### config.mk
export PLATFORM = sky130hd
export DESIGN_NAME = midi_voice_allocator
export DESIGN_NICKNAME = d
export VERILOG_FILES = /design/src/rtl/midi_pkg.sv /design/src/rtl/midi_voice_allocator_search.sv /design/src/rtl/midi_voice_allocator.sv
export SDC_FILE = /design/constraint.sdc
export NUM_CORES = 1
export LEC_CHECK = 0
export CAP_MARGIN = 20
export CORE_MARGIN = 3
export CORE_UTILIZATION = 50
export DETAILED_ROUTE_END_ITERATION = 16
export PLACE_DENSITY_LB_ADDON = 0.08
export SLEW_MARGIN = 20
export SYNTH_ARGS = -nofsm -noshare
export SYNTH_HDL_FRONTEND = slang
export SYNTH_SLANG_ARGS = --single-unit
export TNS_END_PERCENT = 50
### constraint.sdc
create_clock -name clk_in -period 3.7 [get_ports clk_in]
set_input_delay 0.74 -clock clk_in [delete_from_list [all_inputs] [get_ports clk_in]]
set_output_delay 0.74 -clock clk_in [all_outputs]
set_load 0.05 [all_outputs]
### src/rtl/midi_pkg.sv
// midi_pkg: shared constants, slot/message types and message decode for the voice allocator
package midi_pkg;
   localparam int         NUM_VOICES  = 5;
   localparam logic [3:0] ST_NOTE_ON  = 4'h9;
   localparam logic [3:0] ST_NOTE_OFF = 4'h8;
   localparam logic [3:0] ST_CC       = 4'hB;
   localparam logic [7:0] CC_ALL_OFF  = 8'h7B;

   typedef struct packed {
      logic [7:0] note;
      logic [7:0] vel;
      logic       on;
      logic [1:0] age;
   } voice_slot_t;

   typedef enum logic [1:0] {K_NONE, K_ON, K_OFF, K_ALLOFF} msg_kind_t;

   typedef enum logic [1:0] {S_IDLE, S_SEARCH, S_UPDATE} state_t;

   function automatic msg_kind_t decode_msg(input logic [7:0] status, input logic [7:0] d1,
                                            input logic [7:0] d2, input logic chan_ok);
      return !chan_ok                                           ? K_NONE   :
             (status[7:4] == ST_NOTE_ON && d2 != 8'h00)         ? K_ON     :
             (status[7:4] == ST_NOTE_OFF || status[7:4] == ST_NOTE_ON) ? K_OFF :
             (status[7:4] == ST_CC && d1 == CC_ALL_OFF)         ? K_ALLOFF : K_NONE;
   endfunction
endpackage

### src/rtl/midi_voice_allocator_search.sv
// voice_slot_search: combinational match / lowest-free / oldest-steal lookup over the slot table
module voice_slot_search
   import midi_pkg::*;
#(
   parameter int SLOTS = NUM_VOICES,
   parameter int IW    = $clog2(SLOTS)
) (
   input  voice_slot_t   slots_in [SLOTS],
   input  logic [7:0]    note_in,
   output logic          match_hit_out,
   output logic [IW-1:0] match_idx_out,
   output logic          free_hit_out,
   output logic [IW-1:0] free_idx_out,
   output logic [IW-1:0] steal_idx_out
);
   logic [1:0] best_age;

   // Descending scan leaves the lowest hit; ascending strict-greater keeps the lowest index on age ties
   always_comb begin
      match_hit_out = 1'b0;
      match_idx_out = '0;
      free_hit_out  = 1'b0;
      free_idx_out  = '0;
      steal_idx_out = IW'(1);
      best_age      = slots_in[1].age;
      for (int i = SLOTS - 1; i >= 1; i--) begin
         if (slots_in[i].on && slots_in[i].note == note_in) begin
            match_hit_out = 1'b1;
            match_idx_out = IW'(i);
         end
         if (!slots_in[i].on) begin
            free_hit_out = 1'b1;
            free_idx_out = IW'(i);
         end
      end
      for (int i = 2; i < SLOTS; i++) begin
         if (slots_in[i].age > best_age) begin
            best_age      = slots_in[i].age;
            steal_idx_out = IW'(i);
         end
      end
   end
endmodule

### src/rtl/midi_voice_allocator.sv
// midi_voice_allocator: MIDI note policy engine feeding the waveform combiner's burst interface
module midi_voice_allocator #(
   parameter int NUM_VOICES = midi_pkg::NUM_VOICES,
   parameter int CHANNEL    = 0,
   parameter int OMNI       = 0,
   parameter int CHANGE_GAP = 64
) (
   input  logic                  clk_in,
   input  logic                  rst_in,
   input  logic                  msg_valid_in,
   output logic                  msg_ready_out,
   input  logic [7:0]            status_in,
   input  logic [7:0]            data1_in,
   input  logic [7:0]            data2_in,
   output logic [15:0]           midi_burst_data_out [NUM_VOICES],
   output logic [NUM_VOICES-1:0] on_array_out,
   output logic                  midi_burst_change_out,
   output logic [2:0]            active_count_out
);
   import midi_pkg::*;

   localparam int IW = $clog2(NUM_VOICES);
   localparam int GW = (CHANGE_GAP > 2) ? $clog2(CHANGE_GAP) : 1;

   state_t        state_q, state_d;
   msg_kind_t     kind_q, kind_d;
   logic [7:0]    status_q, status_d, note_q, note_d, vel_q, vel_d;
   logic          match_hit_q, match_hit_d, free_hit_q, free_hit_d;
   logic [IW-1:0] match_idx_q, match_idx_d, free_idx_q, free_idx_d, steal_idx_q, steal_idx_d;
   voice_slot_t   slots_q [NUM_VOICES];
   voice_slot_t   slots_d [NUM_VOICES];
   logic          pending_q, pending_d;
   logic [GW-1:0] gap_q, gap_d;
   logic          s_match_hit, s_free_hit;
   logic [IW-1:0] s_match_idx, s_free_idx, s_steal_idx, tgt;
   logic          strobe, changed;

   voice_slot_search #(.SLOTS(NUM_VOICES), .IW(IW)) u_search (
      .slots_in      (slots_q),
      .note_in       (note_q),
      .match_hit_out (s_match_hit),
      .match_idx_out (s_match_idx),
      .free_hit_out  (s_free_hit),
      .free_idx_out  (s_free_idx),
      .steal_idx_out (s_steal_idx)
   );

   // IDLE latches, SEARCH registers lookup results, UPDATE writes the table; the gap counter runs freely
   always_comb begin
      state_d     = state_q;
      kind_d      = kind_q;
      status_d    = status_q;
      note_d      = note_q;
      vel_d       = vel_q;
      match_hit_d = match_hit_q;
      match_idx_d = match_idx_q;
      free_hit_d  = free_hit_q;
      free_idx_d  = free_idx_q;
      steal_idx_d = steal_idx_q;
      slots_d     = slots_q;
      changed     = 1'b0;
      tgt         = free_hit_q ? free_idx_q : steal_idx_q;
      strobe      = pending_q && gap_q == '0 && state_q == S_IDLE;
      pending_d   = strobe ? 1'b0 : pending_q;
      gap_d       = strobe ? GW'(CHANGE_GAP - 1) : (gap_q != '0 ? gap_q - 1'b1 : gap_q);
      case (state_q)
         S_IDLE: begin
            if (msg_valid_in) begin
               status_d = status_in;
               note_d   = data1_in;
               vel_d    = data2_in;
               state_d  = S_SEARCH;
            end
         end
         S_SEARCH: begin
            kind_d      = decode_msg(status_q, note_q, vel_q, OMNI != 0 || status_q[3:0] == 4'(CHANNEL));
            match_hit_d = s_match_hit;
            match_idx_d = s_match_idx;
            free_hit_d  = s_free_hit;
            free_idx_d  = s_free_idx;
            steal_idx_d = s_steal_idx;
            state_d     = S_UPDATE;
         end
         S_UPDATE: begin
            state_d = S_IDLE;
            if (kind_q == K_ON && match_hit_q) begin
               slots_d[match_idx_q].vel = vel_q;
               changed = 1'b1;
            end else if (kind_q == K_ON) begin
               for (int i = 1; i < NUM_VOICES; i++)
                  if (slots_q[i].on && slots_q[i].age != 2'd3 && IW'(i) != tgt)
                     slots_d[i].age = slots_q[i].age + 2'd1;
               slots_d[tgt] = '{note: note_q, vel: vel_q, on: 1'b1, age: 2'd0};
               changed = 1'b1;
            end else if (kind_q == K_OFF && match_hit_q) begin
               slots_d[match_idx_q] = '0;
               changed = 1'b1;
            end else if (kind_q == K_ALLOFF) begin
               for (int i = 0; i < NUM_VOICES; i++)
                  slots_d[i] = '0;
               changed = |on_array_out;
            end
            if (changed) pending_d = 1'b1;
         end
         default: state_d = S_IDLE;
      endcase
   end

   // Control state, table, pending flag and gap counter; reset drops any in-flight message
   always_ff @(posedge clk_in) begin
      if (rst_in) begin
         state_q   <= S_IDLE;
         slots_q   <= '{default: '0};
         pending_q <= 1'b0;
         gap_q     <= '0;
      end else begin
         state_q   <= state_d;
         slots_q   <= slots_d;
         pending_q <= pending_d;
         gap_q     <= gap_d;
      end
   end

   // Message latch and lookup results are only consumed after being written, so they need no reset
   always_ff @(posedge clk_in) begin
      kind_q      <= kind_d;
      status_q    <= status_d;
      note_q      <= note_d;
      vel_q       <= vel_d;
      match_hit_q <= match_hit_d;
      match_idx_q <= match_idx_d;
      free_hit_q  <= free_hit_d;
      free_idx_q  <= free_idx_d;
      steal_idx_q <= steal_idx_d;
   end

   // Burst words, on flags and active count are straight views of the registered table
   always_comb begin
      active_count_out = '0;
      for (int i = 0; i < NUM_VOICES; i++) begin
         midi_burst_data_out[i] = {slots_q[i].note, slots_q[i].vel};
         on_array_out[i]        = slots_q[i].on;
         active_count_out       = active_count_out + 3'(slots_q[i].on);
      end
   end

   assign msg_ready_out         = state_q == S_IDLE;
   assign midi_burst_change_out = strobe;
endmodule

==> flow_summary.toml <==
[status]
status = "finished, final reports clean"

[critical_path]
cp_max_fo = 4
worst_ep_required_time_ns = 2.96
cp.arrival_ns = 2.80
cpPeakStageDelay_ns = 0.86
worstPathCellList = "inv_1, ha_1, or4b_2, nor3_1, clkdlybuf4s50_1"
crit_type = "reg2out"
endpoint_kind = "output port"
cp-start-kind = "register"
crit_path_top_delay_cell = "clkdlybuf4s50_1"

[timing]
hold_viol_final = 0
holdWs_ns = 0.471
finalClockSkew_ns = 0.0141
fmax_mhz = 283
fin_crit_ns = 3.54
rsz0062_at_grt = "false"
finalSetupTns_ns = 0
period_share = 0.956
tightest_slew_ns = 1.01
finalSetupViolations = 0
drv_slew = 0
relSlewSlack = 0.324

[clock_network]
clock_path_buffers = 2
cts_setup_buffers = 0
ctsRootBufferMaster = "clkbuf_16"
cts_tree = "yes"
clkSinkCount = 139
htreeDepth = 4
clock_latency_ns = 0.42
tritoncts.num_buffers = 17
cts_resized = 0
cts_hold_buf = 0
clk_pin_slew_ns = 0.06

[grt]
grt_max_degree = 37
grt_pass1_vias = 4942
overflow = 0
grt_usage = 0.221
antenna_found_initial = 0
grt_pass1_wl_um = 25400

[placed_design]
port_buffers = 116
dp_cells = 868
place_congestion = 0.910
post-dp-hpwl_um = 11800

[pwr]
finalPower_mw = 3.56
p_leak_nw = 2.83
p_per_area_nw_per_um2 = 444
ir_worst_vdd_v = 0.000360

[flow_run]
drv_cap = 0

[detailed_routing]
routed.top_layer = "met4"
wl_per_cell_um = 18.2
antenna_left = 0
wl_met1_um = 7320
drt-initial-drc-count = 373
vias_per_cell = 5.76
num_vias = 5187
drc = 0
first_pass_iters = 5
met2_wirelength_um = 7700
wl_um = 16400
wl_met3_um = 1030

[synth]
synth-main-ff-cell = "dfxtp_1"
syn_area_per_cell_sq_um = 9.89
yosysTopAreaCellShare = 0.300
ys_seq_area_frac = 0.464
synthArstFlopShare = 0
syn-num-nets = 731
synth_top_area_cell = "dfxtp_1"
syn_inst = 687
synth-edff-count = 37
synth_area_sq_um = 6800
synth_seq_cells = 139
synth_cell_types = 59
synthTopCellsByArea = "dfxtp_1 30%, edfxtp_1 16%, buf_4 9.5%, o32ai_1 4.5%, a21oi_1 3.2%"
yosys_warnings = 0

[finish]
antennaDiodeCount = 0
fillers = 1120
final_cells = 900
final-seq-area_sq_um = 3150
drive_gt1_frac = 0.0687
area_delta_synth_final_pct = 18.2
multi_input_area_sq_um = 2710
nets = 759
post-route-util = 0.619

[floorplan]
start_util = 0.524
core.rowCount = 41
die_height_um = 123
io_pins = 117
fp.coreArea_sq_um = 13000
die-area_sq_um = 15000
fp.dieW_um = 123

[worst_hold_path]
hold_class = "reg2reg"
[worst max-delay path, delay by kind of cell (launching register included)]
kind	cells	cell delay, ns
buffers and inverters	2	0.95
flip-flops	1	0.32
AND/OR/NAND/NOR	2	0.91
adder cells (fa/ha/maj)	1	0.20
[per-layer routing]
metal / vias up / global-route usage
li1: 2470 / -
met1: 2511 / 0.295
met2: 181 / 0.345
met3: 25 / 0.0535
met4: 0 / 0.0903
met5: - / 0
[cells in the mapped netlist (all sizes together), types with 4 or more instances]
cell,number
a21o,5
nor4,7
buf,89
ha,15
nor3,17
nand2b,26
nor2,13
xor2,23
o221ai,4
a21oi,45
a22o,16
nor3b,4
nand3b,5
edfxtp,37
o2bb2ai,4
o32ai,35
o21ai,29
dfxtp,102
a32o,8
inv,54
xnor2,11
nor2b,5
nand4,9
clkbuf,23
or4,4
a211oi,11
nand2,29
nand3,7
or4b,4
[area by class of cell]
type,count,share of cell area
clock buffers,19,0.0539
clock inverters,13,0.0156
inverters,54,0.0252
multi-input cells,382,0.337
flip-flops and latches,139,0.392
well taps,172,0.0268
repair buffers,121,0.149
[cells in the final DEF (no fill, tap or decap), types with 4 or more instances in the layout]
master / instances
a211oi_1: 9
a21o_1: 5
a21oi_1: 44
a22o_1: 16
a32o_1: 8
buf_4: 5
clkbuf_16: 17
clkdlybuf4s50_1: 114
clkinv_1: 4
dfxtp_1: 102
edfxtp_1: 37
ha_1: 15
inv_1: 54
nand2_1: 29
nand2b_1: 26
nand3_1: 7
nand3b_1: 5
nand4_1: 9
nor2_1: 12
nor2b_1: 5
nor3_1: 15
nor3b_1: 4
nor4_1: 7
o21ai_0: 29
o221ai_1: 4
o2bb2ai_1: 4
o32ai_1: 35
or4_1: 4
or4b_2: 4
xnor2_1: 11
xor2_1: 23
[report_power, final]
part           total, mW  switching [mW]  internal [mW]
logic              0.285           0.155          0.130
clock network       1.60           0.624          0.980
registers           1.67          0.0593           1.61
total               3.56           0.838           2.73
[cell families after synthesis]
logic type / after synthesis / synth area share
xor gates and xnor gates: 34 / 0.0438
DFF: 139 / 0.464
and+or+nand+nor: 153 / 0.132
adders and majority gates: 17 / 0.0335
buffers and inverters: 166 / 0.140
AOI/OAI and AO/OA: 174 / 0.180
muxes: 4 / 0.00644
[per-stage QoR]
step | setup WS, ns | area [sq um]
after detailed placement | 0.521 | 7460
after global routing | 0.0405 | 8030
after CTS | 0.0650 | 8020
after floorplan | 0.639 | 6800
after global placement | 0.546 | 7460
final | 0.161 | 8030
[path summary, 6_finish.rpt]
| path | cells past startpoint | slack [ns] | startpoint | endpoint |
|---|---|---|---|---|
| max | 5 | 0.16 | gap_q[0] | midi_burst_change_out |
| min | 2 | 0.47 | midi_burst_data_out[52] | midi_burst_data_out[52] |
| max reg2reg | 12 | 0.67 | slots_q[38] | steal_idx_q[1] |
| min reg2reg | 2 | 0.47 | midi_burst_data_out[52] | midi_burst_data_out[52] |
[sequential cells by signal, summed over array words and instances (netlist names)]
signal               flops
vel_q                    8
note_q                   8
kind_q                   2
match_hit_q              1
free_idx_q               3
midi_burst_data_out     80
match_idx_q              3
steal_idx_q              3
pending_q                1
gap_q                    6
state_q                  2
slots_q                  8
status_q                 8
free_hit_q               1
on_array_out             5
No activity file was read; power rests on OpenSTA's default activity.
